$ cat src/rtl/issue_ctrl_pkg.sv
// Shared decode constants and issue-controller state encodings.
// Imported by the decoder and the issue controller.
package issue_ctrl_pkg;

  localparam logic [6:0] OPC_LUI    = 7'b0110111;
  localparam logic [6:0] OPC_AUIPC  = 7'b0010111;
  localparam logic [6:0] OPC_JAL    = 7'b1101111;
  localparam logic [6:0] OPC_JALR   = 7'b1100111;
  localparam logic [6:0] OPC_BRANCH = 7'b1100011;
  localparam logic [6:0] OPC_LOAD   = 7'b0000011;
  localparam logic [6:0] OPC_STORE  = 7'b0100011;
  localparam logic [6:0] OPC_ALUI   = 7'b0010011;
  localparam logic [6:0] OPC_ALU    = 7'b0110011;

  // Class bases; the low three bits carry funct3 for the classes that have one.
  localparam logic [5:0] OPTYPE_NOP      = 6'h00;
  localparam logic [5:0] OPTYPE_LUI      = 6'h01;
  localparam logic [5:0] OPTYPE_AUIPC    = 6'h02;
  localparam logic [5:0] OPTYPE_JAL      = 6'h03;
  localparam logic [5:0] OPTYPE_JALR     = 6'h04;
  localparam logic [5:0] OPTYPE_BRANCH   = 6'h08;
  localparam logic [5:0] OPTYPE_LOAD     = 6'h10;
  localparam logic [5:0] OPTYPE_STORE    = 6'h18;
  localparam logic [5:0] OPTYPE_ALUI     = 6'h20;
  localparam logic [5:0] OPTYPE_ALUI_ALT = 6'h28;
  localparam logic [5:0] OPTYPE_ALU      = 6'h30;
  localparam logic [5:0] OPTYPE_ALU_ALT  = 6'h38;

  localparam logic [4:0] REG_ZERO = 5'd0;

  localparam logic [1:0] IC_IDLE    = 2'd0;
  localparam logic [1:0] IC_HOLD    = 2'd1;
  localparam logic [1:0] IC_RECOVER = 2'd2;

  typedef enum logic [1:0] {
    ST_IDLE    = IC_IDLE,
    ST_HOLD    = IC_HOLD,
    ST_RECOVER = IC_RECOVER
  } ic_state_e;

  function automatic logic [5:0] optype_f3(input logic [5:0] base, input logic [2:0] f3);
    return base | {3'b000, f3};
  endfunction

endpackage

$ cat src/rtl/issue_ctrl_dec.sv
// Combinational RV32I-subset decoder: fields, immediate, target class, known-opcode flag.
module issue_ctrl_dec
  import issue_ctrl_pkg::*;
#(
  parameter int XLEN     = 32,
  parameter int OPTYPE_W = 6
) (
  input  logic [XLEN-1:0]     instr,
  output logic                known,
  output logic                is_ls,
  output logic                is_jump,
  output logic [OPTYPE_W-1:0] optype,
  output logic [4:0]          rd,
  output logic [4:0]          rs1,
  output logic [4:0]          rs2,
  output logic [XLEN-1:0]     imm
);

  logic [31:0] imm_i, imm_s, imm_b, imm_u, imm_j, imm32;
  logic [5:0]  op;
  logic [2:0]  f3;

  assign f3    = instr[14:12];
  assign imm_i = {{20{instr[31]}}, instr[31:20]};
  assign imm_s = {{20{instr[31]}}, instr[31:25], instr[11:7]};
  assign imm_b = {{19{instr[31]}}, instr[31], instr[7], instr[30:25], instr[11:8], 1'b0};
  assign imm_u = {instr[31:12], 12'b0};
  assign imm_j = {{11{instr[31]}}, instr[31], instr[19:12], instr[20], instr[30:21], 1'b0};

  always_comb begin
    op      = OPTYPE_NOP;
    rd      = REG_ZERO;
    rs1     = REG_ZERO;
    rs2     = REG_ZERO;
    imm32   = '0;
    known   = 1'b0;
    is_ls   = 1'b0;
    is_jump = 1'b0;
    case (instr[6:0])
      OPC_LUI:    begin known = 1'b1; op = OPTYPE_LUI;   rd = instr[11:7]; imm32 = imm_u; end
      OPC_AUIPC:  begin known = 1'b1; op = OPTYPE_AUIPC; rd = instr[11:7]; imm32 = imm_u; end
      OPC_JAL:    begin known = 1'b1; op = OPTYPE_JAL; is_jump = 1'b1; rd = instr[11:7]; imm32 = imm_j; end
      OPC_JALR: begin
        known = 1'b1; op = OPTYPE_JALR; is_jump = 1'b1;
        rd = instr[11:7]; rs1 = instr[19:15]; imm32 = imm_i;
      end
      OPC_BRANCH: begin
        known = 1'b1; op = optype_f3(OPTYPE_BRANCH, f3); is_jump = 1'b1;
        rs1 = instr[19:15]; rs2 = instr[24:20]; imm32 = imm_b;
      end
      OPC_LOAD: begin
        known = 1'b1; op = optype_f3(OPTYPE_LOAD, f3); is_ls = 1'b1;
        rd = instr[11:7]; rs1 = instr[19:15]; imm32 = imm_i;
      end
      OPC_STORE: begin
        known = 1'b1; op = optype_f3(OPTYPE_STORE, f3); is_ls = 1'b1;
        rs1 = instr[19:15]; rs2 = instr[24:20]; imm32 = imm_s;
      end
      OPC_ALUI: begin
        // Only the right shift uses bit 30 to select its arithmetic variant.
        known = 1'b1;
        op = optype_f3((f3 == 3'd5 && instr[30]) ? OPTYPE_ALUI_ALT : OPTYPE_ALUI, f3);
        rd = instr[11:7]; rs1 = instr[19:15]; imm32 = imm_i;
      end
      OPC_ALU: begin
        known = 1'b1;
        op = optype_f3(instr[30] ? OPTYPE_ALU_ALT : OPTYPE_ALU, f3);
        rd = instr[11:7]; rs1 = instr[19:15]; rs2 = instr[24:20];
      end
      default: ;
    endcase
  end

  assign optype = OPTYPE_W'(op);
  assign imm    = {{(XLEN-31){imm32[31]}}, imm32[30:0]};

endmodule

$ cat src/rtl/issue_ctrl.sv
// Single-entry issue stage: hold register, decode, ROB alloc and RS/LSB dispatch.
// Queue-to-issue latency 1 cycle; full ROB/target stalls the hold, flush forces a recover cycle.
module issue_ctrl
  import issue_ctrl_pkg::*;
#(
  parameter int XLEN      = 32,
  parameter int ROB_IDX_W = 4,
  parameter int OPTYPE_W  = 6,
  parameter int CNT_W     = 32
) (
  input  logic                 clk,
  input  logic                 rst_n,
  input  logic                 flush,
  input  logic                 iq_valid,
  input  logic [XLEN-1:0]      iq_instr,
  input  logic [XLEN-1:0]      iq_pc,
  output logic                 iq_ready,
  input  logic                 rob_full,
  input  logic [ROB_IDX_W-1:0] rob_tail,
  input  logic                 rs_full,
  input  logic                 lsb_full,
  output logic                 rob_alloc,
  output logic                 rs_issue,
  output logic                 lsb_issue,
  output logic                 is_jump_o,
  output logic [OPTYPE_W-1:0]  optype_o,
  output logic [4:0]           rd_o,
  output logic [4:0]           rs1_o,
  output logic [4:0]           rs2_o,
  output logic [XLEN-1:0]      imm_o,
  output logic [XLEN-1:0]      pc_o,
  output logic [ROB_IDX_W-1:0] tag_o,
  output logic [CNT_W-1:0]     issue_cnt,
  output logic [CNT_W-1:0]     stall_cnt
);

  ic_state_e             state, state_nxt;
  logic [XLEN-1:0]       hold_instr, hold_pc;
  logic                  dec_known, dec_ls, dec_jump;
  logic [OPTYPE_W-1:0]   dec_optype;
  logic [4:0]            dec_rd, dec_rs1, dec_rs2;
  logic [XLEN-1:0]       dec_imm;
  logic                  busy, can_issue, drop, stall, load;

  issue_ctrl_dec #(.XLEN(XLEN), .OPTYPE_W(OPTYPE_W)) u_dec (
    .instr   (hold_instr),
    .known   (dec_known),
    .is_ls   (dec_ls),
    .is_jump (dec_jump),
    .optype  (dec_optype),
    .rd      (dec_rd),
    .rs1     (dec_rs1),
    .rs2     (dec_rs2),
    .imm     (dec_imm)
  );

  always_ff @(posedge clk or negedge rst_n) begin
    if (!rst_n) state <= ST_IDLE;
    else        state <= state_nxt;
  end

  always_comb begin
    busy      = (state == ST_HOLD) && dec_known && !flush;
    can_issue = busy && !rob_full && !(dec_ls ? lsb_full : rs_full);
    stall     = busy && !can_issue;
    drop      = (state == ST_HOLD) && !dec_known && !flush;
    // rst_n gates ready so the queue sees no handshake while reset is held.
    iq_ready  = rst_n && !flush && ((state == ST_IDLE) || can_issue || drop);
    load      = iq_valid && iq_ready;

    state_nxt = state;
    if (flush)                     state_nxt = ST_RECOVER;
    else if (state == ST_RECOVER)  state_nxt = ST_IDLE;
    else if (load)                 state_nxt = ST_HOLD;
    else if (can_issue || drop)    state_nxt = ST_IDLE;

    rob_alloc = can_issue;
    rs_issue  = can_issue && !dec_ls;
    lsb_issue = can_issue && dec_ls;
    is_jump_o = can_issue && dec_jump;
    optype_o  = can_issue ? dec_optype : '0;
    rd_o      = can_issue ? dec_rd     : REG_ZERO;
    rs1_o     = can_issue ? dec_rs1    : REG_ZERO;
    rs2_o     = can_issue ? dec_rs2    : REG_ZERO;
    imm_o     = can_issue ? dec_imm    : '0;
    pc_o      = can_issue ? hold_pc    : '0;
    tag_o     = can_issue ? rob_tail   : '0;
  end

  always_ff @(posedge clk or negedge rst_n) begin
    if (!rst_n) begin
      hold_instr <= '0;
      hold_pc    <= '0;
      issue_cnt  <= '0;
      stall_cnt  <= '0;
    end else begin
      if (load) begin
        hold_instr <= iq_instr;
        hold_pc    <= iq_pc;
      end
      if (can_issue) issue_cnt <= issue_cnt + CNT_W'(1);
      if (stall)     stall_cnt <= stall_cnt + CNT_W'(1);
    end
  end

endmodule

$ cat config.mk
export PLATFORM = sky130hd
export DESIGN_NAME = issue_ctrl
export DESIGN_NICKNAME = d
export VERILOG_FILES = /design/src/rtl/issue_ctrl_pkg.sv /design/src/rtl/issue_ctrl_dec.sv /design/src/rtl/issue_ctrl.sv
export SDC_FILE = /design/constraint.sdc
export NUM_CORES = 1
export LEC_CHECK = 0
export BUFFER_PORTS_ARGS = -buffer_cell sky130_fd_sc_hd__buf_2
export CORE_UTILIZATION = 32
export DETAILED_ROUTE_END_ITERATION = 10
export PLACE_DENSITY = 0.66
export SETUP_SLACK_MARGIN = 0.4
export SYNTH_ARGS = -nofsm -noshare
export SYNTH_HDL_FRONTEND = slang
export SYNTH_SLANG_ARGS = --single-unit
$ cat constraint.sdc
create_clock -name clk -period 3.4 [get_ports clk]
set_input_delay 0.68 -clock clk [delete_from_list [all_inputs] [get_ports clk]]
set_output_delay 0.68 -clock clk [all_outputs]
set_load 0.005 [all_outputs]
==> summary.md <==
| Metric | Value |
|---|---|
| Vias in the first global route | `roughly 6000` |
| Vias per cell | `5.011` |
| Peak supply drop | `just over 0.0003 V` |
| Worst slew margin | `41.37%` |
| Post-Synth XOR/XNOR Area | `8.111%` |
| H-tree depth | `4` |
| Worst skew pair latency | `roughly 420 ps` |
| Placed Area | `8208 µm²` |
| Top cells by area, synth | `dfrtp_1 49%, mux2_1 9.8%, xor2_1 6.7%` |
| Crit share post-route | `between 90% and 100%` |
| Leakage Power | `around 4.9 nW` |
| Number of fill cells in the layout | `between 1500 and 2000` |
| Arrival time worst endpoint | `around 2600 ps` |
| Slew @ Worst Pin | `a little under 900 ps` |
| Max-cap viol count | `0` |
| Met2 usage | `30.69%` |
| Main combinational cell family by area after synthesis | `simple AND/OR/NAND/NOR gates` |
| TritonCTS clock tree | `yes` |
| Reg area | `3253 µm²` |
| Total Wirelength | `19970 µm` |
| Part of the Yosys area used for sequential elements | `48.59%` |
| Global route total overflow | `0` |
| Unrepaired setup endpoints after global routing | `yes` |
| Num CTS Buffers | `17` |
| Post-synthesis compound-gate area fraction | `4.803%` |
| Worst setup SP type | `flip-flop` |
| Post-Syn Nets | `715` |
| Final net count | `approximately 980` |
| Critical path required time | `2720 ps` |
| Crit Path Max Fanout | `7` |
| Synth-to-Final Area Change | `46.55%` |
| Number of enable flip-flop cells after synthesis | `0` |
| Largest net degree at the start of global routing | `60` |
| Post-synthesis sequential element count | `130` |
| Synth area leader | `dfrtp_1` |
| Share of the synthesized area in the top cell type | `48.59%` |
| Post-Syn Area | `6695 µm²` |
| Share of layout cells above drive strength 1 | `around 44%` |
| GR Util met1 | `a little under a quarter` |
| Multi-input logic area | `3496 µm²` |
| Final worst path period need | `3316 ps` |
| CP Class | `reg2out` |
| Initial DRT Pass Iterations | `4` |
| Hold/Removal Path Class | `in2async` |
| Pwr dens | `approximately 440 nW/µm²` |
| Met3 Use GR | `4.594%` |
| Clock skew | `10.42 ps` |
| Final cell count without fillers | `1187` |
| Proportion of synthesized area in mux cells | `between 10% and 20%` |
| Hold Vio Cnt, Final | `0` |
| Synth Warn # | `0` |
| Clk sink count | `130` |
| Most common cell after layout, fill and taps aside | `buf_2` |
| Setup ws final | `83.99 ps` |
| Initial antenna violation count | `0` |
| IO Pins | `233` |
| Yosys cell types | `48` |
| Clock Tree Buf Depth | `2` |
| Busiest grt layer | `met2` |
| Dpl cells | `1124` |
| Maximum clock rate | `0.3016 GHz` |
| Outcome | `finished, final reports clean` |
| Mapped Avg Cell Area | `10.49 µm²` |
| Root buffer cell | `clkbuf_16` |
| Simple-gate share of the synthesized area | `22.56%` |
| Port bufs | `232` |
| Core Area | `20360 µm²` |
| Final ANT Viol Nets | `0` |
| Async SR Flop Fraction | `100.0%` |
| Die Span Y | `146.6 µm` |
| Dpl hpwl | `approximately 13000 µm` |
| Clock slew at reported path FFs | `60 ps` |
| Pre-CTS setup slack | `227.7 ps` |
| Num rows | `52` |
| Wire per inst | `16.82 µm` |
| Chip width | `146.6 µm` |
| Residual DRC | `0` |
| First-pass GRT wire length | `approximately 31000 µm` |
| Commonest non-fill, non-tap cells in the layout | `192 x buf_2, 130 x dfrtp_1, 58 x mux2_1` |
| CP endpoint kind | `output port` |
| Slew Viols, Final | `0` |
| Antenna Diode Count | `0` |
| Final instance area | `9812 µm²` |
| Gpl congestion | `0.8209` |
| Die area | `21500 µm²` |
| Synth Area in Adders | `less than 1%` |
| Routed vias | `5948` |
| Main flop type after synthesis | `dfrtp_1` |
| Initial DRC count | `241` |
| Overall Power | `4.290 mW` |
| Gr usage total | `18.40%` |
| Final setup violating endpoints | `0` |
| Initial core utilization | `between 30% and 40%` |
| Cells after synthesis | `between 600 and 700` |
metrics by stage:
stage / utilization [%] / hold slack [ps] / setup TNS, ps
final: 48.18 / 182.8 / 0
after global routing: 48.18 / 197.7 / -0.7023
after CTS: 45.42 / 172.9 / 0
after detailed placement: 40.30 / 455.7 / 0
after global placement: 40.30 / 450.6 / 0
after floorplan: - / 384.4 / 0
registers in the layout, indices dropped and copies added (netlist names):
| signal | flops |
|---|---|
| hold_instr | 32 |
| hold_pc | 32 |
| issue_cnt | 32 |
| stall_cnt | 32 |
| state | 2 |
per-layer routing:
metal	vias up	share of wire, %
met2	209	49
li1	2814	-
met4	0	1.8
met3	24	6.2
met1	2901	43
met5	-	0
report_power, final:
group	switching [mW]	leakage (nW)	internal [mW]	total (mW)
Clock	0.778	0.287	1.11	1.88
Sequential	0.138	1.64	1.73	1.87
Combinational	0.288	2.98	0.250	0.538
Total	1.20	4.91	3.09	4.29
area by class of cell:
type	count	share of cell area, %
flip-flops and latches	130	33.15
clock inverters	14	1.709
well taps	270	3.443
multi-input cells	450	35.63
inverters	18	0.7269
repair buffers	287	20.96
clock buffers	18	4.374
synth_stat cells (17+ instances only):
cell	number
mux2_1	58
and2_1	52
nor2_1	22
nand4_1	18
xor2_1	51
nor3_1	33
nand3_1	22
inv_1	17
a21oi_1	20
dfrtp_1	130
nor4_1	35
nand2_1	42
worst max-delay path, cell delays in order, from the launching register on:
cell,delay [ps]
dfrtp_1,410
nand2b_2,260
a211oi_4,330
o311ai_4,160
buf_4,170
or4_4,600
a21oi_2,150
buf_2,130
path summary, 6_finish.rpt:
check,start,endpoint,slack (ps),cells after the start
setup / recovery,hold_instr[4]$_DFFE_PN0P_,imm_o[19],80,7
hold / removal,rst_n,hold_pc[7]$_DFFE_PN0P_,180,1
setup reg to reg,hold_instr[4]$_DFFE_PN0P_,hold_pc[3]$_DFFE_PN0P_,550,8
hold reg to reg,stall_cnt[31]$_DFFE_PN0P_,stall_cnt[31]$_DFFE_PN0P_,460,1
max in group asynchronous,rst_n,stall_cnt[27]$_DFFE_PN0P_,2250,2
min in group clk,stall_cnt[31]$_DFFE_PN0P_,stall_cnt[31]$_DFFE_PN0P_,460,1
cells by family after synthesis:
| group | Yosys count |
|---|---|
| AND/OR/NAND/NOR | 268 |
| flip-flops | 130 |
| multiplexers | 66 |
| XOR/XNOR | 62 |
| buffers and inverters | 59 |
| AO/OA/AOI/OAI | 51 |
| adder cells (fa/ha/maj) | 2 |
repair_timing:
item	4_1_cts	5_1_grt
hold buffers	0	0
pin swaps	14	40
endpoints found under the setup margin	94	115
setup buffers	16	5
gates resized for setup	56	87
gates cloned	4	6
No activity file was read; power rests on OpenSTA's default activity.
